`config.mk`:
```
export PLATFORM = sky130hd
export DESIGN_NAME = ex13_result_window
export DESIGN_NICKNAME = d
export VERILOG_FILES = /design/src/rtl/ex13_result_window.sv
export SDC_FILE = /design/constraint.sdc
export NUM_CORES = 1
export LEC_CHECK = 0
export CAP_MARGIN = 20
export CORE_ASPECT_RATIO = 2
export CORE_MARGIN = 3
export CORE_UTILIZATION = 35
export DETAILED_ROUTE_END_ITERATION = 12
export PLACE_DENSITY = 0.67
export REMOVE_ABC_BUFFERS = 1
export SLEW_MARGIN = 10
export SYNTH_ARGS = -nofsm -noshare
export SYNTH_HDL_FRONTEND = slang
export SYNTH_SLANG_ARGS = --single-unit
```
`constraint.sdc`:
```
create_clock -name clk -period 4.2 [get_ports clk]
set_input_delay 0.42 -clock clk [delete_from_list [all_inputs] [get_ports clk]]
set_output_delay 0.42 -clock clk [all_outputs]
set_load 0.05 [all_outputs]
```
`src/rtl/ex13_result_window.sv`:
```
// ex13_result_window: collects WINDOW samples into a sum/avg/max/min summary held in a valid/ready output register
module ex13_result_window #(
  parameter int WINDOW = 4,
  parameter int DW = 16,
  parameter int LOGW = 2,
  parameter int SW = DW + LOGW
) (
  input  logic          clk,
  input  logic          reset,
  input  logic [DW-1:0] in_data,
  input  logic          in_valid,
  output logic          in_ready,
  input  logic          clr,
  output logic [SW-1:0] out_sum,
  output logic [DW-1:0] out_avg,
  output logic [DW-1:0] out_max,
  output logic [DW-1:0] out_min,
  output logic          out_valid,
  input  logic          out_ready
);
  logic [LOGW-1:0] cnt;
  logic [SW-1:0] acc_sum, nsum;
  logic [DW-1:0] acc_max, acc_min, nmax, nmin;
  logic first, last, take;
  always_comb begin
    first = cnt == '0;
    last = cnt == LOGW'(WINDOW - 1);
    in_ready = reset & ~(last & out_valid & ~out_ready);
    take = in_valid & in_ready & ~clr;
    nsum = (first ? '0 : acc_sum) + SW'(in_data);
    nmax = (first || in_data > acc_max) ? in_data : acc_max;
    nmin = (first || in_data < acc_min) ? in_data : acc_min;
  end
  // the closing sample of a window also restarts the running registers
  always_ff @(posedge clk or negedge reset)
    if (!reset) begin
      cnt <= '0;
      acc_sum <= '0;
      acc_max <= '0;
      acc_min <= '1;
    end else if (clr || (take && last)) begin
      cnt <= '0;
      acc_sum <= '0;
      acc_max <= '0;
      acc_min <= '1;
    end else if (take) begin
      cnt <= cnt + LOGW'(1);
      acc_sum <= nsum;
      acc_max <= nmax;
      acc_min <= nmin;
    end
  always_ff @(posedge clk or negedge reset)
    if (!reset) begin
      out_sum <= '0;
      out_avg <= '0;
      out_max <= '0;
      out_min <= '0;
      out_valid <= 1'b0;
    end else if (take && last) begin
      out_sum <= nsum;
      out_avg <= nsum[SW-1:LOGW];
      out_max <= nmax;
      out_min <= nmin;
      out_valid <= 1'b1;
    end else if (out_ready) begin
      out_valid <= 1'b0;
    end
endmodule

```
[Word level (Yosys, flattened, before mapping)]
Cells that the tools add are included.
Storage, ports and cells
  register bits after elaboration: 119
  output and inout bits: 68
  logic and storage cells: 42
Cells by class
  $add $sub $neg: 2
  order comparisons: 2
  eq/ne operators: 1
  multiplexer cells: 13
  bitwise operators: 8
  reduce and logical (&&, ||, !) cells: 7
Operator list (count)
  16-bit two-way mux: 6
  18-bit two-way mux: 3
  18-bit by 16-bit adder with 18-bit output: 1
  16-bit greater-than comparator: 1
  16-bit < comparator: 1
  1-bit AND: 5
  2-bit two-way mux: 2
  2-bit nonzero test: 2
  1-bit logical OR: 3
  1-bit inverter: 3
  2-bit by 1-bit adder with 2-bit output (second input constant): 1
  2-bit equality test (second input constant): 1
  2-bit zero test: 1
  1-bit two-way mux: 2
  1-bit logical AND: 1

[Depth between registers and ports, before layout]
  depth after elaboration: 10
  gate-level depth with buffers: 17
  depth with buffers taken out: 13

[Least setup slack after synthesis]
OpenSTA, ideal clock, no wires.
  path type: register to register
  from: register cnt[0]
  to: register out_sum[16]
  library setup time: 0.132 ns
  arrival: 3.609 ns
  data required time: 4.068 ns
  slack: 0.459 ns
  cell stages (with the launch flop): 18
  period minus slack after synthesis: 3.741 ns
  cell sequence: dfrtp_1 -> inv_1 -> ha_1 -> clkbuf_1 -> clkbuf_1 -> clkbuf_1 -> clkbuf_1 -> nor2b_1 -> ha_1 -> inv_1 -> fa_1 -> nor2b_1 -> o31a_1 -> a221oi_4 -> o21ai_2 -> a311oi_2 -> xor2_1 -> o21ai_1
On the way
  longest elaborated chain between the ends: 8
  elaborated cells on any way between the ends: 11
Ends and longest elaborated chain
  start, declared: line 21  | logic [LOGW-1:0] cnt;
  start signal, assigned: line 47  | cnt <= cnt + LOGW'(1);
  parallel branches: the longest is 8 deep, another holds 18-bit by 16-bit adder with 18-bit output
  end signal, assigned: line 60  | out_sum <= nsum;
  end, declared: line 14  | output logic [SW-1:0] out_sum,
Parallel ways; which one is timed is not known.
A chain may end at the register's enable or synchronous reset.

[Worst setup path in the final report]
  from: register cnt[0]
  to: register out_sum[14]
Same word-level chain as after synthesis.

==> results_dict.tcl <==
set metrics [dict create \
    hold_class "in2async" \
    maxCapViolations 0 \
    grt.total_usage_pct 17.1 \
    wl_mm 16.1 \
    cts.path.max_buffers 2 \
    place_area_mm2 0.00720 \
    antenna_cells 0 \
    drcViolationCount 0 \
    insertion_delay_ns 0.36 \
    place.gp.congestion 0.817 \
    synth.ff_latch_count 103 \
    ir_drop_v 0.000186 \
    num_rows 68 \
    antenna_found_initial 0 \
    p_leak_nw 3.42 \
    async_reset_ff_share_pct 100 \
    nNetsFinal 797 \
    synth.avg_cell_area_um2 9.44 \
    crit_fanout 23 \
    critPathLaunchType "flip-flop" \
    fin_area_mm2 0.00748 \
    cts_tree "yes" \
    slowest_stage "dfrtp_1" \
    grt_setup_unrepaired "no" \
    grt_max_degree 74 \
    synth_ff_type "dfrtp_1" \
    path_buf_inv 3 \
    core_area_mm2 0.0173 \
    setup.worst_path.start "cnt[0]" \
    fp.dieH_um 194 \
    crit_arrival_ns 3.57 \
    fin_util_pct 43.3 \
    cts_made_buffers 9 \
    place_ws_ns 0.530 \
    cts.clk_slew.worst_paths_ns 0.07 \
    fin_crit_ns 3.36 \
    finalMaxSlewViolations 0 \
    grt_pass1_wl_mm 26.0 \
    max_freq_mhz 298 \
    vias 4938 \
    synth_edf_count 0 \
    cp_top_family "compound AO/OA/AOI/OAI gates" \
    fp.dieW_um 99.9 \
    max_slew_margin_pct 47.7 \
    tns_ns 0 \
    cts.repair.resized 0 \
    critPathMaxStageDelay_ns 0.40 \
    grt_overflow 0 \
    power_mw 2.30 \
    cts.sinks 103 \
    ys_types 58 \
    synth_area_mm2 0.00617 \
    drt_iter0_drc 231 \
    status "completed" \
    final_layout_size_suffix_gt1_share_pct 9.71 \
    setup_viol 0 \
    cts_hold_buf 0 \
    required_ns 4.41 \
    dr.pass1.iters 4 \
    htreeDepth 3 \
    timing.final.ws_setup_ns 0.843 \
    dp_hpwl_mm 11.7 \
    drt.antenna.violating_nets 0 \
    finalHoldViolCount 0 \
    worstMarginPinSlew_ns 0.785 \
    yosysWarnings 0 \
    fin_crit_sh_pct 79.9 \
    powerDensity_mw_per_mm2 308 \
    critPathCaptureType "flip-flop" \
    initial_core_util_pct 35.7 \
    skew_ns 0.0110 \
    cts_root_buf "clkbuf_16" \
    netlist_instances 653 \
    portBuffers 88 \
    avgRoutedWirePerCell_um 17.1 \
    synth_seq_area_share_pct 42.1 \
    area_growth_pct 21.4 \
    setup.worst_path.class "reg2reg" \
    vias_per_cell 5.25 \
    grt_pass1_vias 5070 \
    die-area_mm2 0.0193 \
    post_cts_buffers 0 \
    r2r_start "cnt[0]" \
    io_pins 89 \
    path_cells "inv_1 > ha_1 > buf_4 > buf_4 > nor2b_1 > ha_1 > a21o_1 > a21o_1 > a21oi_1 > o21ai_2 > a31o_1 > a211oi_1 > o21ai_1" \
]
==> stage by stage <==
stage / hold WS, ns / cells
global route: 0.302 / 941
floorplan: 0.124 / 607
CTS: 0.272 / 941
detailed placement: 0.473 / 925
global placement: 0.463 / 925
finish: 0.247 / 941
==> area by class of cell <==
class                   instances  area (um^2)
fillers                      1691         9790
multi-input cells             453         3120
flip-flops and latches        103         2600
repair buffers                108         1030
well taps                     210          263
clock buffers                   9          225
inverters                      51          191
clock inverters                 7         56.3
==> flip-flops by register name (all words and copies together), names as in the netlist <==
register,count
acc_sum,18
out_min,16
cnt,2
out_valid,1
out_sum,18
acc_min,16
acc_max,16
out_max,16
==> per-layer routing <==
layer	share of wire [%]	vias to the layer above	global-route usage (%)	wire length, um
met4	3.3	0	7.80	522
met5	0	-	0	0
met3	2.9	22	2.23	466
met1	39	2385	19.0	6290
met2	55	95	31.5	8780
li1	-	2436	-	-
==> Yosys cell counts, types with 7 or more instances <==
| master | number | area, um^2 |
|---|---|---|
| a21o_1 | 15 | 113 |
| a21oi_1 | 36 | 180 |
| a22o_1 | 28 | 245 |
| buf_4 | 16 | 120 |
| clkbuf_1 | 20 | 75.1 |
| dfrtp_1 | 87 | 2180 |
| dfstp_2 | 16 | 420 |
| ha_1 | 49 | 613 |
| inv_1 | 51 | 191 |
| mux2i_1 | 17 | 170 |
| nand2_1 | 64 | 240 |
| nand4_1 | 7 | 43.8 |
| nor2_1 | 43 | 161 |
| nor2b_1 | 22 | 138 |
| nor3_1 | 37 | 185 |
| o21ai_0 | 10 | 50.1 |
| o21ai_1 | 26 | 130 |
| o22a_1 | 16 | 140 |
| o22ai_1 | 13 | 81.3 |
| xnor2_1 | 10 | 87.6 |
==> worst reg2reg max path: stages (launching register included) <==
cell and delay (ns):
dfrtp_1 0.40, inv_1 0.06, ha_1 0.40, buf_4 0.23, buf_4 0.26, nor2b_1 0.08
ha_1 0.36, a21o_1 0.22, a21o_1 0.18, a21oi_1 0.18, o21ai_2 0.12, a31o_1 0.24
a211oi_1 0.37, o21ai_1 0.10
==> layout by cell type (no fill, tap or decap), types with 21 or more instances in the layout <==
master           instances
a21oi_1                 35
a22o_1                  28
buf_4                   21
clkdlybuf4s50_1         87
dfrtp_1                 87
ha_1                    49
inv_1                   51
nand2_1                 64
nor2_1                  43
nor2b_1                 22
nor3_1                  37
o21ai_1                 26
==> path summary, 6_finish.rpt <==
path	cells after the start	endpoint	slack [ns]
setup / recovery	13	out_sum[14]	0.84
hold / removal	2	acc_sum[2]	0.25
setup reg to reg	13	out_sum[14]	0.84
hold reg to reg	2	acc_sum[14]	0.49
max in group asynchronous	3	out_min[14]	2.77
min in group clk	2	acc_sum[14]	0.49
==> cells by family after synthesis <==
group | share of synthesized area [%]
and+or+nand+nor | 14.8
AOI/OAI and AO/OA | 19.9
DFF | 42.1
buffers and inverters | 7.37
adders and majority gates | 10.3
muxes | 3.67
xor gates and xnor gates | 1.85
==> report_power, final <==
group          switching (mW)  internal [mW]
combinational           0.265          0.159
sequential             0.0311           1.04
clock                   0.402          0.409
Note: power is estimated with default switching activity, not from simulation.
